===== config.mk =====
export PLATFORM = sky130hd
export DESIGN_NAME = tdc_tap_capture
export DESIGN_NICKNAME = d
export VERILOG_FILES = /design/src/rtl/tdc_tap_capture.sv
export SDC_FILE = /design/constraint.sdc
export NUM_CORES = 1
export LEC_CHECK = 0
export ABC_AREA = 1
export ABC_CLOCK_PERIOD_IN_PS = 3600
export CORE_MARGIN = 4
export CORE_UTILIZATION = 40
export CTS_BUF_LIST = sky130_fd_sc_hd__clkbuf_4
export DETAILED_ROUTE_END_ITERATION = 10
export GPL_TIMING_DRIVEN = 0
export PLACE_DENSITY = 0.59
export SLEW_MARGIN = 20
export SYNTH_ARGS = -nofsm -noshare
export SYNTH_HDL_FRONTEND = slang
export SYNTH_SLANG_ARGS = --single-unit

===== constraint.sdc =====
create_clock -name clk -period 3.6 [get_ports clk]
set_input_delay 0.9 -clock clk [delete_from_list [all_inputs] [get_ports clk]]
set_output_delay 0.9 -clock clk [all_outputs]
set_load 0.02 [all_outputs]

===== src/rtl/tdc_tap_capture.sv =====
// TDC tap sampler: 2-flop synchronizer, thermometer-to-count encoder, power-of-two averager, valid/ready output.
// Optional build macro TDC_CAPTURE_BUBBLE_FIX_EN inserts a majority-of-3 bubble filter before the encoder.
module tdc_tap_capture #(
    parameter int N_TAPS   = 16,
    parameter int ACC_LOG2 = 4
) (
    input  logic              clk,
    input  logic              rst_n,
    input  logic [N_TAPS-1:0] taps_in,
    input  logic              start,
    output logic              busy,
    output logic [7:0]        result,
    output logic              result_valid,
    input  logic              result_ready,
    output logic              bubble_err
);

    localparam int CW = $clog2(N_TAPS + 1);
    localparam int AW = CW + ACC_LOG2;
    localparam int NS = 1 << ACC_LOG2;
    localparam int KW = ACC_LOG2 + 1;

    typedef enum logic [1:0] {IDLE, FILL, ACCUM, DONE} state_t;

    state_t            state;
    logic [N_TAPS-1:0] sync_a;
    logic [N_TAPS-1:0] sync_q;
    logic [N_TAPS-1:0] enc_in;
    logic [CW-1:0]     count;
    logic              bubble;
    logic [AW-1:0]     acc;
    logic [AW-1:0]     acc_next;
    logic [AW-1:0]     avg;
    logic [7:0]        result_next;
    logic [KW-1:0]     cyc;

    always_ff @(posedge clk or negedge rst_n) begin
        if (!rst_n) begin
            sync_a <= '0;
            sync_q <= '0;
        end else begin
            sync_a <= taps_in;
            sync_q <= sync_a;
        end
    end

`ifdef TDC_CAPTURE_BUBBLE_FIX_EN
    // Pad with a 1 below bit 0 and a 0 above the top tap so the edge taps get a sensible majority.
    logic [N_TAPS+1:0] padded;
    assign padded = {1'b0, sync_q, 1'b1};

    always_comb begin
        enc_in = '0;
        for (int i = 0; i < N_TAPS; i++) begin
            enc_in[i] = (padded[i] & padded[i+1]) | (padded[i+1] & padded[i+2]) | (padded[i] & padded[i+2]);
        end
    end
`else
    assign enc_in = sync_q;
`endif

    always_comb begin
        logic run;
        count = '0;
        run   = 1'b1;
        for (int i = 0; i < N_TAPS; i++) begin
            run = run & enc_in[i];
            if (run) count = CW'(i + 1);
        end
    end

    // Bubble detection always looks at the raw synchronized vector, never the filtered one.
    always_comb begin
        logic seen_zero;
        bubble    = 1'b0;
        seen_zero = 1'b0;
        for (int i = 0; i < N_TAPS; i++) begin
            if (seen_zero && sync_q[i]) bubble = 1'b1;
            if (!sync_q[i]) seen_zero = 1'b1;
        end
    end

    assign acc_next    = acc + AW'(count);
    assign avg         = acc_next >> ACC_LOG2;
    assign result_next = (32'(avg) > 255) ? 8'hFF : 8'(avg);

    always_ff @(posedge clk or negedge rst_n) begin
        if (!rst_n) begin
            state        <= IDLE;
            busy         <= 1'b0;
            result       <= '0;
            result_valid <= 1'b0;
            bubble_err   <= 1'b0;
            acc          <= '0;
            cyc          <= '0;
        end else begin
            case (state)
                IDLE: begin
                    if (start) begin
                        acc        <= '0;
                        bubble_err <= 1'b0;
                        cyc        <= '0;
                        busy       <= 1'b1;
                        state      <= FILL;
                    end
                end
                FILL: begin
                    if (cyc == KW'(1)) begin
                        cyc   <= '0;
                        state <= ACCUM;
                    end else begin
                        cyc <= cyc + 1'b1;
                    end
                end
                ACCUM: begin
                    acc <= acc_next;
                    if (bubble) bubble_err <= 1'b1;
                    if (cyc == KW'(NS - 1)) begin
                        result       <= result_next;
                        result_valid <= 1'b1;
                        state        <= DONE;
                    end else begin
                        cyc <= cyc + 1'b1;
                    end
                end
                DONE: begin
                    if (result_ready) begin
                        result_valid <= 1'b0;
                        busy         <= 1'b0;
                        state        <= IDLE;
                    end
                end
                default: begin
                    state <= IDLE;
                    busy  <= 1'b0;
                end
            endcase
        end
    end

endmodule


==> impl_metrics.yaml <==
die:
  die_h_um: 86.3
  die_w_um: 86.3
  core_mm2: 0.00592
  ios: 31
  die-area_mm2: 0.00744
  rows: 28
  initial_core_util_pct: 41.4
place:
  routabilityCongestion: 0.818
  io_buffers: 27
  dp_hpwl_um: 2770
synth:
  ys.flop_type: "dfrtp_1"
  async_flop_share_pct: 100
  synth_area_per_cell_um2: 10.3
  synth_area_leaders: "dfrtp_1, ha_1, nand2_1, inv_1, o21ai_0"
  synth-edff-count: 0
  netlist_area_mm2: 0.00245
  synth_seq_cells: 56
  ys_warn_count: 0
  yosysTopAreaCell: "dfrtp_1"
  synthCells: 239
  synth_top_area_share_pct: 57.2
  ys_seq_area_share_pct: 57.2
  yosysMostFrequentCell: "dfrtp_1"
  synth_common_cells: "dfrtp_1, nand2_1, inv_1"
  synth_cell_type_count: 29
power:
  power.density_mw_per_mm2: 542
  comb_power_share_pct: 32.7
  finalPower_w: 0.00158
  seq_power_share_pct: 49.3
  p_leak_nw: 1.32
  p_sw_share_pct: 36.4
  vdd_ir_drop_max_mv: 0.221
  p_int_w: 0.00100
  p_clk_share_pct: 18.1
  switching_power_w: 0.000573
routing:
  routed_via_density: 4.66
  dr.pass1.iters: 4
  ant_nets: 0
  drc: 0
  drtIter0Drc: 72
  drt_wl_total_um: 3700
  via_count: 1640
  routedWlPerCell_um: 10.5
finish:
  multi_input_area_um2: 923
  drive_above_1_share_pct: 10.5
  seq_area_mm2: 0.00140
  layout.nets: 309
  syn2layout_area_growth_pct: 18.7
  num_antenna_cells: 0
  fillerInstances: 564
sta:
  finalCritPeriodShare_pct: 90.4
  whs_ns: 0.368
  setup_viol: 0
  max_clock_freq_mhz: 307
  hold_violations: 0
  fin_worst_skew_ns: 0.00957
  min_period_ns: 3.26
  maxSlewViolCount: 0
  relSlewSlack_pct: 55.5
  rsz0062_at_grt: "no"
  tightestPinTransition_ns: 0.668
global_route:
  grt_pass1_vias: 1528
  grt-ovfl-total: 0
  antenna_found_initial: 0
  grt_max_degree: 57
  grt_pass1_wl_um: 6620
  grt_util_all_layers_pct: 11.0
worst_hold_path:
  hp-start: "sync_a[12]"
  hold_path.class: "register to register"
outcome:
  outcome: "completed"
clocking:
  path_clk_slew_ns: 0.17
  clkLatencyLatePin_ns: 0.37
  clockRootBuffer: "clkbuf_4"
  cts_max_level: 2
  cts_buffers: 5
  clk_path_buf_depth: 2
  cts.sinks: 56
  cts_tree: "yes"
  hold_buffers: 0
critical_path:
  cp-start-kind: "register"
  r2r_start: "enc_in[0]"
  cp_cell_sequence: "nand3_2, nor2_4, nand4_2, nor2_4, nand4_4, nor2_4, nand4_4, o21ai_0, ha_1, inv_1, fa_1, o31ai_4, nand2_1, a21oi_2, nand3_1, xor2_1, o21ai_0"
  cp.arrival_ns: 3.52
  cp_max_fo: 5
  slowest_delay_ns: 0.43
  critPathLaunch: "enc_in[0]"
  required_ns: 3.87
  crit_path_end_kind: "register"
  critical_path_class: "register to register"
  cpMostUsedCell: "nor2_4"
  critPathSlowestCell: "fa_1"
run:
  maxCapViolations: 0
## cell type report
class	count	area share [%]
Multi-Input combinational cell	148	31.8
Timing Repair Buffer	28	9.47
Clock inverter	3	0.904
Tap cell	75	3.23
Clock buffer	5	1.29
Inverter	33	4.26
Sequential cell	56	48.2
Buffer	4	0.904
## path summary, 6_finish.rpt
kind | to | slack [ns] | cells past startpoint
worst max-delay path | result[4] | 0.34 | 17
worst min-delay path | enc_in[12] | 0.37 | 0
worst max register to register | result[4] | 0.34 | 17
worst min register to register | enc_in[12] | 0.37 | 0
max in group asynchronous | enc_in[13] | 2.62 | 1
min in group asynchronous | result[2] | 0.53 | 1
## layer usage
metal  vias to the layer above  wire length (um)  GRT usage [%]
met3                         2               165           2.57
met2                        26              1720           17.6
li1                        849                 -              -
met4                         0                37           3.82
met5                         -                 0              0
met1                       763              1780           14.7
## stage by stage
stage	cell area, um^2	TNS [ns]	worst slack (ns)	utilization (%)	instances
5_1_grt	2910	0	0.0146	49.1	352
2_1_floorplan	2460	0	0.565	-	241
4_1_cts	2880	0	0.161	48.7	351
3_5_place_dp	2820	0	0.181	47.6	343
3_3_place_gp	2820	-1.49	-0.0300	47.7	343
6_report	2910	0	0.344	49.1	352
## cell usage in the layout (no fill, tap or decap), types with 2 or more instances in the layout
| cell type | synthesis | routed |
|---|---|---|
| dfrtp_1 | 56 | 56 |
| conb_1 | 1 | 3 |
| ha_1 | 12 | 12 |
| o22ai_1 | 10 | 10 |
| clkdlybuf4s50_1 | 0 | 26 |
| a21oi_1 | 13 | 12 |
| nand3_1 | 10 | 10 |
| nor3_1 | 3 | 3 |
| xor2_1 | 6 | 6 |
| or2_2 | 5 | 5 |
| nand2_1 | 38 | 38 |
| o21ai_0 | 15 | 15 |
| inv_1 | 33 | 33 |
| a21oi_2 | 1 | 2 |
| nor2_4 | 3 | 3 |
| nor2_1 | 16 | 16 |
| clkbuf_4 | 0 | 5 |
| buf_4 | 3 | 5 |
| inv_6 | 0 | 2 |
| nand4_4 | 2 | 2 |
## what timing repair did
item | 4_1_cts | 5_1_grt
endpoints found under the hold margin | 0 | 0
endpoints found under the setup margin | 0 | 4
buffers inserted | 0 | 1
gates resized for setup | 0 | 3
## cells by family after synthesis
| kind of cell | count (synthesis) | synth area share [%] |
|---|---|---|
| and+or+nand+nor | 81 | 16.8 |
| DFF | 56 | 57.2 |
| AOI/OAI and AO/OA | 44 | 10.3 |
| buffers and inverters | 37 | 6.13 |
| adders and majority gates | 13 | 6.95 |
| xor gates and xnor gates | 7 | 2.50 |
| other | 1 | 0.153 |
## sequential cells by signal (all words and copies together), names as in the netlist
register	cells
enc_in	16
sync_a	16
acc	9
cyc	5
result	5
state	2
bubble_err	1
busy	1
result_valid	1
## power groups by stage
stage               Sequential [W]  Clock, W  Combinational, W
CTS                       0.000779  0.000300          0.000517
global placement          0.000789         0          0.000502
floorplan                 0.000792         0          0.000359
finish                    0.000777  0.000285          0.000515
detailed placement        0.000791         0          0.000515
global route              0.000791  0.000327          0.000591
## worst max-delay path, delay by kind of cell, from the launching register on
kind	cells	cell delay, ns
AND/OR/NAND/NOR	9	1.13
AO/OA/AOI/OAI	4	0.73
adder cells (fa/ha/maj)	2	0.62
flip-flops	1	0.42
XOR/XNOR	1	0.19
buffers and inverters	1	0.06
Power figures use the tool's default switching activity.
